`src/rtl/kinase_valve_sequencer_if.sv`:
```
// ============================================================================
//  Module      : kinase_valve_sequencer_if
//  Description : Host command channel for kinase_valve_sequencer.
//                A valid/ready handshake carries a 2-bit opcode and an operand.
//  Revision    : 1.0  initial release
// ============================================================================
`default_nettype none

interface kinase_valve_sequencer_if #(
   parameter int ARG_W = 16
) ();
   logic             cmd_valid;
   logic             cmd_ready;
   logic [1:0]       cmd_op;
   logic [ARG_W-1:0] cmd_arg;

   // Host side: offers commands.
   modport master (output cmd_valid, output cmd_op, output cmd_arg, input cmd_ready);
   // Sequencer side: accepts commands.
   modport slave  (input cmd_valid, input cmd_op, input cmd_arg, output cmd_ready);
endinterface

`default_nettype wire

```
`src/rtl/kinase_valve_sequencer.sv`:
```
// ============================================================================
//  Module      : kinase_valve_sequencer
//  Description : Turns host commands into valve/pump control pins for the
//                kinase_activity chip: static valve writes, peristaltic pump
//                stroke sequences and timed waits.
//                Optional feature macro: KVS_ABORT_EN (adds the abort input).
//  Revision    : 1.0  initial release
// ============================================================================
`default_nettype none

module kinase_valve_sequencer #(
   parameter int PHASE_CYCLES = 1000,
   parameter int ARG_W        = 16
) (
   input  wire                     clk,
   input  wire                     rst_n,
   kinase_valve_sequencer_if.slave cmd,
   output logic [12:0]             ctrl_a,
   output logic [3:0]              ctrl_s,
   output logic [2:0]              pump_a,
   output logic [1:0]              pump_b,
   output logic                    busy,
   output logic                    done
`ifdef KVS_ABORT_EN
   ,
   input  wire                     abort
`endif
);

   localparam int TMR_W = $clog2(PHASE_CYCLES + 1);

   localparam logic [1:0] c_idle = 2'd0;
   localparam logic [1:0] c_pump = 2'd1;
   localparam logic [1:0] c_wait = 2'd2;

   localparam logic [1:0] c_op_set_a = 2'd0;
   localparam logic [1:0] c_op_set_s = 2'd1;
   localparam logic [1:0] c_op_pump  = 2'd2;
   localparam logic [1:0] c_op_wait  = 2'd3;

   localparam logic [TMR_W-1:0] c_tmr_load = TMR_W'(PHASE_CYCLES - 1);

   // Pump A phase table (6 phases per stroke).
   function automatic logic [2:0] pat_a(input logic [2:0] idx);
      case (idx)
         3'd0:    pat_a = 3'b011;
         3'd1:    pat_a = 3'b001;
         3'd2:    pat_a = 3'b101;
         3'd3:    pat_a = 3'b100;
         3'd4:    pat_a = 3'b110;
         3'd5:    pat_a = 3'b010;
         default: pat_a = 3'b111;
      endcase
   endfunction

   // Pump B phase table (4 phases per stroke).
   function automatic logic [1:0] pat_b(input logic [2:0] idx);
      case (idx)
         3'd0:    pat_b = 2'b10;
         3'd1:    pat_b = 2'b00;
         3'd2:    pat_b = 2'b01;
         3'd3:    pat_b = 2'b11;
         default: pat_b = 2'b11;
      endcase
   endfunction

   logic [1:0]       r_state, w_state_nxt;
   logic             r_pump_b_sel, w_sel_nxt;
   logic [2:0]       r_phase_idx, w_idx_nxt;
   logic [TMR_W-1:0] r_phase_tmr;
   logic [11:0]      r_stroke_cnt;
   logic [ARG_W-1:0] r_wait_cnt;
   logic [12:0]      r_ctrl_a;
   logic [3:0]       r_ctrl_s;
   logic [2:0]       r_pump_a, w_pump_a_nxt;
   logic [1:0]       r_pump_b, w_pump_b_nxt;
   logic             r_done, w_done_nxt;

   logic w_accept, w_pump_go, w_wait_go, w_phase_end, w_last_phase;
   logic w_pump_fin, w_wait_fin, w_abort;

   assign w_accept     = cmd.cmd_valid && (r_state == c_idle);
   assign w_pump_go    = w_accept && (cmd.cmd_op == c_op_pump) && (cmd.cmd_arg[11:0] != 12'd0);
   assign w_wait_go    = w_accept && (cmd.cmd_op == c_op_wait) && (cmd.cmd_arg != '0);
   assign w_phase_end  = (r_state == c_pump) && (r_phase_tmr == '0);
   assign w_last_phase = r_pump_b_sel ? (r_phase_idx == 3'd3) : (r_phase_idx == 3'd5);
   assign w_pump_fin   = w_phase_end && w_last_phase && (r_stroke_cnt == 12'd1);
   assign w_wait_fin   = (r_state == c_wait) && (r_wait_cnt == '0);
`ifdef KVS_ABORT_EN
   assign w_abort      = abort && (r_state != c_idle);
`else
   assign w_abort      = 1'b0;
`endif

   // Pump selection and phase index as they will be after this edge.
   assign w_sel_nxt = w_pump_go ? cmd.cmd_arg[15] : r_pump_b_sel;
   assign w_idx_nxt = w_pump_go   ? 3'd0 :
                      w_phase_end ? (w_last_phase ? 3'd0 : r_phase_idx + 3'd1) :
                                    r_phase_idx;

   // State register.
   always_ff @(posedge clk or negedge rst_n) begin
      if (!rst_n) r_state <= c_idle;
      else        r_state <= w_state_nxt;
   end

   // Next-state logic; abort outranks normal completion.
   always_comb begin
      w_state_nxt = r_state;
      case (r_state)
         c_idle: begin
            if (w_pump_go)      w_state_nxt = c_pump;
            else if (w_wait_go) w_state_nxt = c_wait;
         end
         c_pump:  if (w_abort || w_pump_fin) w_state_nxt = c_idle;
         c_wait:  if (w_abort || w_wait_fin) w_state_nxt = c_idle;
         default: w_state_nxt = c_idle;
      endcase
   end

   // Output decode: handshake, busy, done and next pump patterns.
   always_comb begin
      cmd.cmd_ready = (r_state == c_idle);
      busy          = (r_state != c_idle);
      w_done_nxt    = (w_pump_fin || w_wait_fin) && !w_abort;
      w_pump_a_nxt  = 3'b111;
      w_pump_b_nxt  = 2'b11;
      if (w_state_nxt == c_pump) begin
         if (w_sel_nxt) w_pump_b_nxt = pat_b(w_idx_nxt);
         else           w_pump_a_nxt = pat_a(w_idx_nxt);
      end
   end

   // Datapath: valve registers, counters and registered pad outputs.
   always_ff @(posedge clk or negedge rst_n) begin
      if (!rst_n) begin
         r_ctrl_a     <= 13'h1FFF;
         r_ctrl_s     <= 4'hF;
         r_pump_a     <= 3'b111;
         r_pump_b     <= 2'b11;
         r_done       <= 1'b0;
         r_pump_b_sel <= 1'b0;
         r_phase_idx  <= 3'd0;
         r_phase_tmr  <= '0;
         r_stroke_cnt <= 12'd0;
         r_wait_cnt   <= '0;
      end else begin
         r_pump_a     <= w_pump_a_nxt;
         r_pump_b     <= w_pump_b_nxt;
         r_done       <= w_done_nxt;
         r_pump_b_sel <= w_sel_nxt;
         r_phase_idx  <= w_idx_nxt;

         if (w_accept && (cmd.cmd_op == c_op_set_a)) r_ctrl_a <= cmd.cmd_arg[12:0];
         if (w_accept && (cmd.cmd_op == c_op_set_s)) r_ctrl_s <= cmd.cmd_arg[3:0];

         if (w_pump_go || w_phase_end)  r_phase_tmr <= c_tmr_load;
         else if (r_state == c_pump)    r_phase_tmr <= r_phase_tmr - 1'b1;

         if (w_pump_go)
            r_stroke_cnt <= cmd.cmd_arg[11:0];
         else if (w_phase_end && w_last_phase && (r_stroke_cnt != 12'd0))
            r_stroke_cnt <= r_stroke_cnt - 12'd1;

         if (w_wait_go)
            r_wait_cnt <= cmd.cmd_arg - ARG_W'(1);
         else if ((r_state == c_wait) && (r_wait_cnt != '0))
            r_wait_cnt <= r_wait_cnt - ARG_W'(1);
      end
   end

   assign ctrl_a = r_ctrl_a;
   assign ctrl_s = r_ctrl_s;
   assign pump_a = r_pump_a;
   assign pump_b = r_pump_b;
   assign done   = r_done;

endmodule

`default_nettype wire
```
`src/flat_wrapper.sv`:
```
// flat-port wrapper written by rule: the top's interface ports become plain ports
module kinase_valve_sequencer_flat 
#(
   parameter int PHASE_CYCLES = 1000,
   parameter int ARG_W        = 16
)
  (clk, rst_n, ctrl_a, ctrl_s, pump_a, pump_b, busy, done, cmd_cmd_valid, cmd_cmd_op, cmd_cmd_arg, cmd_cmd_ready);
  kinase_valve_sequencer_if #(.ARG_W(ARG_W)) cmd_i ();
  input  wire clk;
  input  wire rst_n;
  output logic [12:0] ctrl_a;
  output logic [3:0] ctrl_s;
  output logic [2:0] pump_a;
  output logic [1:0] pump_b;
  output logic busy;
  output logic done;
  input wire logic [$bits(cmd_i.cmd_valid)-1:0] cmd_cmd_valid;
  input wire logic [$bits(cmd_i.cmd_op)-1:0] cmd_cmd_op;
  input wire logic [$bits(cmd_i.cmd_arg)-1:0] cmd_cmd_arg;
  output wire logic [$bits(cmd_i.cmd_ready)-1:0] cmd_cmd_ready;
  assign cmd_i.cmd_valid = cmd_cmd_valid;
  assign cmd_i.cmd_op = cmd_cmd_op;
  assign cmd_i.cmd_arg = cmd_cmd_arg;
  assign cmd_cmd_ready = cmd_i.cmd_ready;
  kinase_valve_sequencer #(.PHASE_CYCLES(PHASE_CYCLES), .ARG_W(ARG_W)) u_core (.clk(clk), .rst_n(rst_n), .cmd(cmd_i), .ctrl_a(ctrl_a), .ctrl_s(ctrl_s), .pump_a(pump_a), .pump_b(pump_b), .busy(busy), .done(done));
endmodule
```
`config.mk`:
```
export PLATFORM = sky130hd
export DESIGN_NAME = kinase_valve_sequencer_flat
export DESIGN_NICKNAME = d
export VERILOG_FILES = /design/src/rtl/kinase_valve_sequencer_if.sv /design/src/rtl/kinase_valve_sequencer.sv /design/src/flat_wrapper.sv
export SDC_FILE = /design/constraint.sdc
export NUM_CORES = 1
export LEC_CHECK = 0
export ABC_AREA = 1
export ABC_CLOCK_PERIOD_IN_PS = 3650
export CORE_MARGIN = 8
export CORE_UTILIZATION = 55
export CTS_CLUSTER_SIZE = 14
export DETAILED_ROUTE_END_ITERATION = 7
export HOLD_SLACK_MARGIN = 0.02
export PLACE_DENSITY = 0.78
export SLEW_MARGIN = 15
export SYNTH_ARGS = -nofsm -noshare
export SYNTH_HDL_FRONTEND = slang
export SYNTH_SLANG_ARGS = --single-unit
```
`constraint.sdc`:
```
create_clock -name clk -period 3.65 [get_ports clk]
set_input_delay 0.365 -clock clk [delete_from_list [all_inputs] [get_ports clk]]
set_output_delay 0.365 -clock clk [all_outputs]
set_load 0.05 [all_outputs]
```
-- After elaboration in Yosys (flattened, before gate mapping)
Index checks and enable logic that the tools add are counted.
- register bits: 67
- logic and storage cells: 80
- $add $sub $neg: 5
- equal/unequal tests: 14
- multiplexer cells: 22
- reduce and logical (&&, ||, !) cells: 28
- operators with widths (cell ; number):
    $mux 16 ; 2
    $reduce_bool 16->1 ; 2
    $sub 16x1->16 const B ; 2
    $mux 12 ; 2
    $reduce_bool 12->1 ; 2
    $mux 10 ; 2
    $pmux 3 s6 ; 1
    $logic_not 16->1 ; 1
    $mux 3 ; 5
    $logic_and 1x1->1 ; 13
    $eq 12x1->1 const B ; 1
    $mux 2 ; 6
    $pmux 2 s3 ; 2
    $sub 12x1->12 const B ; 1
    $logic_not 10->1 ; 1
    $sub 10x1->10 const B ; 1
    $eq 3x2->1 const B ; 3
    $eq 3x3->1 const B ; 3
    $reduce_bool 2->1 ; 4
    $eq 2x1->1 const B ; 3
    $eq 2x2->1 const B ; 3
    $logic_not 2->1 ; 2
    $add 3x1->3 const B ; 1
    $eq 3x1->1 const B ; 1
    3 further kinds ; 5

-- Logic depth before layout (Yosys ltp)
Gate-level depths: netlist (run 1).
- depth in word-level cells: 9
- depth in mapped cells: 16
- depth with buffers taken out: 15

-- Worst setup path after synthesis (run 1)
No wires, ideal clock.
- kind: reg-to-reg
- from: register u_core.r_state[1]
- to: register u_core.r_wait_cnt[14]
- arrival: 2.173 ns
- required time: 3.533 ns
- setup slack: 1.360 ns
- cell stages (with the launch flop): 15
- cell sequence: dfrtp_1 > nor2_4 > nand2_4 > nor2_8 > nand2_4 > buf_12 > o21ai_4 > ha_1 > nand3_2 > nor3_1 > nand2_1 > nand2_1 > nand2_1 > nand2_1 > nand2_1
- word-level cells in the longest chain between the ends: 5
- elaborated cells between the ends (all ways): 8
- classes of those cells: eq/ne (1); mux (1); reduce/logical (6)
- ends and longest elaborated chain (what ; RTL line ; source):
    start: declaration ; kinase_valve_sequencer.sv:67 ; logic [1:0] r_state, w_state_nxt;
    start signal: assignment ; kinase_valve_sequencer.sv:103 ; if (!rst_n) r_state <= c_idle;
    start signal: assignment ; kinase_valve_sequencer.sv:104 ; else r_state <= w_state_nxt;
    $logic_not 2->1 (*) ; -- ;
    net cmd_cmd_ready ; flat_wrapper.sv:20 ; output wire logic [$bits(cmd_i.cmd_ready)-1:0] cmd_cmd_ready;
    $logic_and 1x1->1 (*) ; kinase_valve_sequencer.sv:82 ; assign w_accept = cmd.cmd_valid && (r_state == c_idle);
    $logic_and 1x1->1 (*) (2 in a row) ; kinase_valve_sequencer.sv:84 ; assign w_wait_go = w_accept && (cmd.cmd_op == c_op_wait) && (cmd.cmd_arg != '0);
    $mux 16 or $reduce_bool 2->1 (tied branches) ; -- ;
    end signal: assignment ; kinase_valve_sequencer.sv:166 ; r_wait_cnt <= cmd.cmd_arg - ARG_W'(1);
    end signal: assignment ; kinase_valve_sequencer.sv:168 ; r_wait_cnt <= r_wait_cnt - ARG_W'(1);
    end: declaration ; kinase_valve_sequencer.sv:72 ; logic [ARG_W-1:0] r_wait_cnt;
The timed path passes the listed nets; every way through them passes the cells marked *.
A chain may end at the register's enable or synchronous reset.

-- Worst setup path after layout (run 1)
- from: input port cmd_cmd_arg[0]
- to: register u_core.r_wait_cnt[14]
- word-level cells in the longest chain between the ends: 3
- elaborated cells between the ends (all ways): 5
- classes of those cells: add/sub (1); mux (1); reduce/logical (3)
- ends and longest elaborated chain (what ; RTL line ; source):
    start: declaration ; flat_wrapper.sv:19 ; input wire logic [$bits(cmd_i.cmd_arg)-1:0] cmd_cmd_arg;
    parallel branches: the longest is 3 deep, another holds $sub 16x1->16 ; -- ;
Several ways; the timed one is not identified.

==> impl_results.md, run 1 <==
* Outcome: finished, final reports clean
* Worst slew pin tran at approximately 0.73 ns
* Area delta synth->final at 17.1%
* Initial core utilization at 0.560
* Synthesized area per cell at 7.73 um2
* Die Ht at about 100 um
* Vias per cell at 5.30
* Critical Path RT at around 3.9 ns
* Total global routing overflow at 0
* H-Tree Depth at 3
* Worst-case reg-to-reg path depth at 13
* Post-synth ARST share at 1.00
* Maxcap violations at 0
* Syn_nets at 545
* Sequential element share of the synthesized area at 0.427
* Worst endpoint data arrival time at 2.84 ns
* Compound-Gate Fraction of Synth Area at 0.0752
* Mux cell area share after synthesis at 0.0113
* Synth Cell Area at approximately 4000 um2
* Initial antenna violation count at 0
* Clk buf depth at 2
* Crit-path most repeated cell: nand2_1
* VDD IR max at between 150 and 200 uV
* # setup viols final at 0
* CTS tree: built
* Antenna diodes at 0
* Worst setup SP type: primary input
* ANT nets after route at 0
* Post-CTS Resized at 0
* Core Rows at 31
* Port bufs at 45
* IO Pins at 46
* YS warnings at 0
* Die width at 101 um
* Worst Hold Class: primary input to async pin
* Setup bufs post-CTS at 0
* # nets final at roughly 600
* Core area at ~7100 um2
* Routability cong. at roughly 0.9
* HPWL after detailed placement at 7.67 mm
* Insertion delay to the later sink of the worst-skew pair at approximately 0.34 ns
* CTS root buffer: clkbuf_8
* Crit path capture type: flop
* Final hold slack at 0.0165 ns
* Crit-path max cell delay at 0.57 ns
* All-Layer GR Usage at 0.213
* Minimum clock period at around 2.6 ns
* Post-synthesis xor/xnor area fraction at 0.0395
* Post-Synth Simple-Gate Area at 0.347
* Routed len/inst at 15.2 um
* Endpoints failing hold at 0
* Num CTS Buffers at 9
* Top cells by area, synth: dfrtp_1, dfstp_2, nand2_1, inv_1, nand3_1
* Crit Path Max Fanout at 23
* Setup TNS at 0 ns
* RR Startpoint: u_core.r_state[1]
* Distinct cells, synth at 37
* Synthesized flop and latch total at between 60 and 70
* Hold buffers post-CTS at 0
* Vias in the first global route at between 3,000 and 4,000
* CP Class: primary input to flop
* Worst-path clk slew at around 0.070 ns
* Total routed wirelength at a little over 10 mm
* Adder-cell share of the synthesized area at 0.0219
* Post-synth top area cell: dfrtp_1
* Reg2reg end: u_core.r_wait_cnt[14]
* Leak pwr at between 2 and 2.5 nW
* Peak Freq at approximately 0.38 GHz
* Final period util at 0.714
* Dpl cells at between 600 and 700
* DRC at 0
* CP max-delay cell: clkdlybuf4s50_1
* First-iteration detailed-routing DRC count at just under 200
* Pwr/cell area at ~290 nW/um2
* First-pass GRT wire length at 17.3 mm
* Ys flop type: dfrtp_1
* Router iterations before antenna repair at 4
* Finished Layout Cells at approximately 670
* Layout cells sized above 1 at 0.156
* Pins Over Slew Limit at 0
* Relative slew slack at 0.510
* Largest net degree at the start of global routing at 46
* Share of the synthesized area in the top cell type at 0.282
* RSZ-0062 raised after global routing: no
* Syn Inst Count at slightly above 500
* Post-route cell area at 4680 um2
* Vias at 3,543
* R2r setup slk at between 1 and 1.5 ns
* Critical-path cell list: clkdlybuf4s50_1 > nor2_1 > nand2_1 > nor2_2 > nand2_4 > nand2_4 > nand2_2 > o21ai_4 > ha_1 > nand3_2 > nor3_1 > nand2_1 > nand2_1 > nand2_1 > nand2_1 > nand2_1
* DP Area at around 4500 um2
* EDFF count, synth at 0
* Clk_skew at 0.00898 ns
* Die area at just over 10,000 um2
* Total clock sinks at 67
* Main combinational cell family by area after synthesis: simple AND/OR/NAND/NOR gates
* Util after Layout at 0.655
stage by stage:
stage	setup slack, ns	power, mW
finish	1.05	1.34
CTS	1.08	1.34
global placement	0.801	0.814
global route	0.868	1.39
detailed placement	0.736	0.815
floorplan	1.36	0.765
cells by family after synthesis:
kind of cell               count (synthesis)
buffers and inverters                     76
adders and majority gates                  7
AOI/OAI and AO/OA                         54
muxes                                      4
DFF                                       67
and+or+nand+nor                          291
xor gates and xnor gates                  18
power by group:
| part | switching, mW | internal [mW] |
|---|---|---|
| logic | 0.0357 | 0.0221 |
| registers | 0 | 0.743 |
| clock network | 0.276 | 0.260 |
| total | 0.312 | 1.03 |
worst max-delay path by stage:
stage / from / end / slack (ns) / depth (start not counted)
6_report: cmd_cmd_arg[0] / u_core.r_wait_cnt[14] / 1.05 / 16
5_1_grt: cmd_cmd_arg[0] / u_core.r_wait_cnt[14] / 0.87 / 16
4_1_cts: cmd_cmd_arg[0] / u_core.r_wait_cnt[14] / 1.08 / 16
3_5_place_dp: cmd_cmd_arg[0] / u_core.r_wait_cnt[14] / 0.74 / 16
3_3_place_gp: cmd_cmd_arg[0] / u_core.r_wait_cnt[14] / 0.80 / 16
2_1_floorplan: u_core.r_state[1] / u_core.r_wait_cnt[14] / 1.36 / 14
placed cells by master (no fill, tap or decap), types with 7 or more instances in the layout:
cell / synthesis / routed
a21oi_1: 14 / 14
clkbuf_8: 0 / 10
clkdlybuf4s50_1: 0 / 44
dfrtp_1: 45 / 45
dfstp_2: 22 / 22
ha_1: 7 / 7
inv_1: 62 / 62
nand2_1: 129 / 129
nand2_2: 15 / 15
nand3_1: 43 / 43
nand4_1: 9 / 9
nor2_1: 54 / 54
nor2_2: 11 / 11
o21ai_0: 25 / 25
xor2_1: 13 / 13
registers in the layout, summed over array words and instances (netlist names), 2 cells and up:
signal               cells
u_core.r_stroke_cnt     12
u_core.r_state           2
u_core.pump_a            3
u_core.r_phase_tmr      10
u_core.ctrl_s            4
u_core.r_wait_cnt       16
u_core.pump_b            2
u_core.ctrl_a           13
u_core.r_phase_idx       3
cell usage after synthesis, types with 5 or more instances:
cell type / count
nand2_1: 129
nand2_4: 6
nor2_1: 54
dfrtp_1: 45
xor2_1: 13
nor3_1: 6
a21oi_1: 14
nand3_1: 43
nand2_2: 15
buf_2: 5
xnor2_1: 5
o21ai_0: 25
inv_1: 62
nand4_1: 9
nor2_2: 11
o21ai_1: 5
ha_1: 7
dfstp_2: 22
cell type report:
class | instances | area (um2)
clock buffer | 12 | 145
timing repair buffer | 47 | 463
sequential | 67 | 1700
multi-input combinational | 374 | 1980
tap | 99 | 124
clock inverter | 3 | 17.5
inverter | 66 | 248
fill | 652 | 2460
worst max-delay path, delay by kind of cell:
kind / cells / cell delay [ns]
compound gates: 1 / 0.10
fa+ha+maj: 1 / 0.24
buf+inv: 1 / 0.57
simple gates: 13 / 1.56
routing by layer:
metal  vias up  track usage  wire length, um
met5         -            0                0
met2       103        0.334             4630
met4         0       0.0882              251
met3        23       0.0495              672
li1       1744            -                -
met1      1673        0.276             4570
No activity file was read; power rests on OpenSTA's default activity.
==> inputs of run 2 (changes only) <==
--- a/config.mk
+++ b/config.mk
@@ -6,7 +6,7 @@
 export NUM_CORES = 1
 export LEC_CHECK = 0
 export ABC_AREA = 1
-export ABC_CLOCK_PERIOD_IN_PS = 3650
+export ABC_CLOCK_PERIOD_IN_PS = 2550
 export CORE_MARGIN = 8
 export CORE_UTILIZATION = 55
 export CTS_CLUSTER_SIZE = 14
==> constraint.sdc (replaced) <==
create_clock -name clk -period 2.55 [get_ports clk]
set_input_delay 0.255 -clock clk [delete_from_list [all_inputs] [get_ports clk]]
set_output_delay 0.255 -clock clk [all_outputs]
set_load 0.05 [all_outputs]
==> run 2 against run 1 <==
  * Via count up 2.5%
  * Hold slack better by 0.45 ns
  * Sequential cell count did not move
  * Sequential share of layout area shrank 1.5 points
  * Largest power group unchanged
==> impl_results.md, run 2 (same netlist as run 1, synthesis figures left out) <==
* Final hold slack at between 0.4 and 0.5 ns
* Total Power at approximately 2.1 mW
* Dpl cells at between 600 and 700
* Die area at around 10,000 um2
* Insertion delay to the later sink of the worst-skew pair at about 0.35 ns
* Hold buffers post-CTS at 1
* Worst endpoint data arrival time at between 2 and 2.5 ns
* Leak pwr at approximately 2.3 nW
* Initial antenna violation count at 0
* Finished Layout Cells at roughly 700
* # nets final at 612
* Minimum clock period at between 2 and 2.5 ns
* CTS root buffer: clkbuf_8
* Crit path capture type: flop
* H-Tree Depth at 3
* DRC at 0
* Setup TNS at 0 ns
* Total routed wirelength at 10.1 mm
* Initial core utilization at 0.560
* All-Layer GR Usage at 0.213
* # fillers at around 630
* Port bufs at 45
* Largest net degree at the start of global routing at approximately 40
* ANT nets after route at 0
* Antenna diodes at 0
* Crit Path Max Fanout at 19
* Maxcap violations at 0
* Relative slew slack at 0.574
* RSZ-0062 raised after global routing: no
* Pre-CTS setup slack at 0.0478 ns
* Post-CTS Resized at 0
* Endpoints failing hold at 0
* Routed len/inst at between 10 and 15 um
* Total clock sinks at 67
* Routability cong. at 0.918
* Critical Path RT at roughly 2.8 ns
* CP Class: primary input to flop
* Clk_skew at 0.00866 ns
* # setup viols final at 0
* Most frequent cells in the layout: nand2_1, inv_1, nor2_1, dfrtp_1, clkdlybuf4s50_1
* VDD IR max at between 300 and 400 uV
* Clk buf depth at 2
* Area delta synth->final at 22.2%
* Worst setup SP type: primary input
* Core Rows at 31
* Setup bufs post-CTS at 0
* Commonest non-fill, non-tap cell in the layout: nand2_1
* Worst-path clk slew at roughly 0.08 ns
* PnR worst setup slack at roughly 0.41 ns
* Pins Over Slew Limit at 0
* Die Ht at just over 100 um
* Die width at just over 100 um
* Worst Hold Class: primary input to async pin
* Core area at slightly above 7000 um2
* Outcome: finished, final reports clean
* Vias per cell at about 5.3
* Final period util at 0.839
* HPWL after detailed placement at a little under 8 mm
* Peak Freq at around 0.47 GHz
* First-pass GRT wire length at about 17 mm
* Worst slew pin tran at about 0.64 ns
* Vias at 3,631
* Total global routing overflow at 0
* Num CTS Buffers at 9
* CTS tree: built
* Layout cells sized above 1 at 0.187
* First-iteration detailed-routing DRC count at about 180
* IO Pins at 46
* Most flops, register: u_core.r_wait_cnt
* Router iterations before antenna repair at 4
* Pwr/cell area at 422 nW/um2
* Vias in the first global route at approximately 3,600
* Largest register FFs at 16
run 2: cell types whose count changed in the layout (fill, tap and decap cells not counted):
cell,previous run,this run
buf_12,0,2
buf_2,0,1
buf_4,3,18
bufinv_16,0,1
clkbuf_1,2,0
clkbuf_8,10,9
clkinv_2,2,1
clkinvlp_4,1,3
dlygate4sd3_1,0,1
inv_6,0,2
run 2: path summary, 6_finish.rpt:
kind                                       startpoint                     end  slack [ns]  depth (start not counted)
worst max-delay path                   cmd_cmd_arg[1]    u_core.r_wait_cnt[9]        0.41                         16
worst min-delay path                            rst_n   u_core.r_phase_tmr[6]        0.47                          2
worst max register to register  u_core.r_phase_tmr[0]  u_core.r_stroke_cnt[7]        0.46                         11
worst min register to register       u_core.ctrl_a[1]        u_core.ctrl_a[1]        0.49                          2
max in group asynchronous                       rst_n        u_core.ctrl_a[9]        1.38                          3
min in group clk                     u_core.ctrl_a[1]        u_core.ctrl_a[1]        0.49                          2
run 2: where the power goes:
part / total, mW / internal, mW / switching (mW) / leakage (nW)
logic: 0.0966 / 0.0431 / 0.0535 / 1.51
registers: 1.06 / 1.06 / 0 / 0.727
clock network: 0.901 / 0.456 / 0.445 / 0.0923
total: 2.06 / 1.56 / 0.498 / 2.32
run 2: critical path, stage by stage:
cell             delay (ns)
clkdlybuf4s50_1        0.43
nor2_1                 0.18
nand2_1                0.08
nor2_2                 0.15
nand2_4                0.12
nand2_4                0.14
buf_12                 0.17
nand2_1                0.07
nand2_1                0.18
nand2_4                0.10
nor2_2                 0.20
nand3_1                0.09
nand2_1                0.07
nand2_1                0.05
nand2_1                0.05
nand2_1                0.04
run 2: final cells by class:
class,count,area (um2),share of cell area
Clock buffer,9,124,0.0254
Clock inverter,7,75.1,0.0154
Inverter,66,248,0.0508
Multi-Input combinational cell,374,1980,0.405
Sequential cell,67,1700,0.349
Tap cell,99,124,0.0254
Timing Repair Buffer,66,631,0.129
run 2: routing by layer:
metal  vias up  wire (um)  track usage
li1       1787          -            -
met1      1709       4390        0.266
met2       116       4790        0.345
met3        19        681       0.0426
met4         0        240       0.0997
met5         -          0            0
run 2: metrics by stage:
step           area (um2)   util
5_1_grt              4880  0.684
3_5_place_dp         4670  0.655
4_1_cts              4880  0.684
6_report             4880  0.684
3_3_place_gp         4670  0.655
2_1_floorplan        4000      -
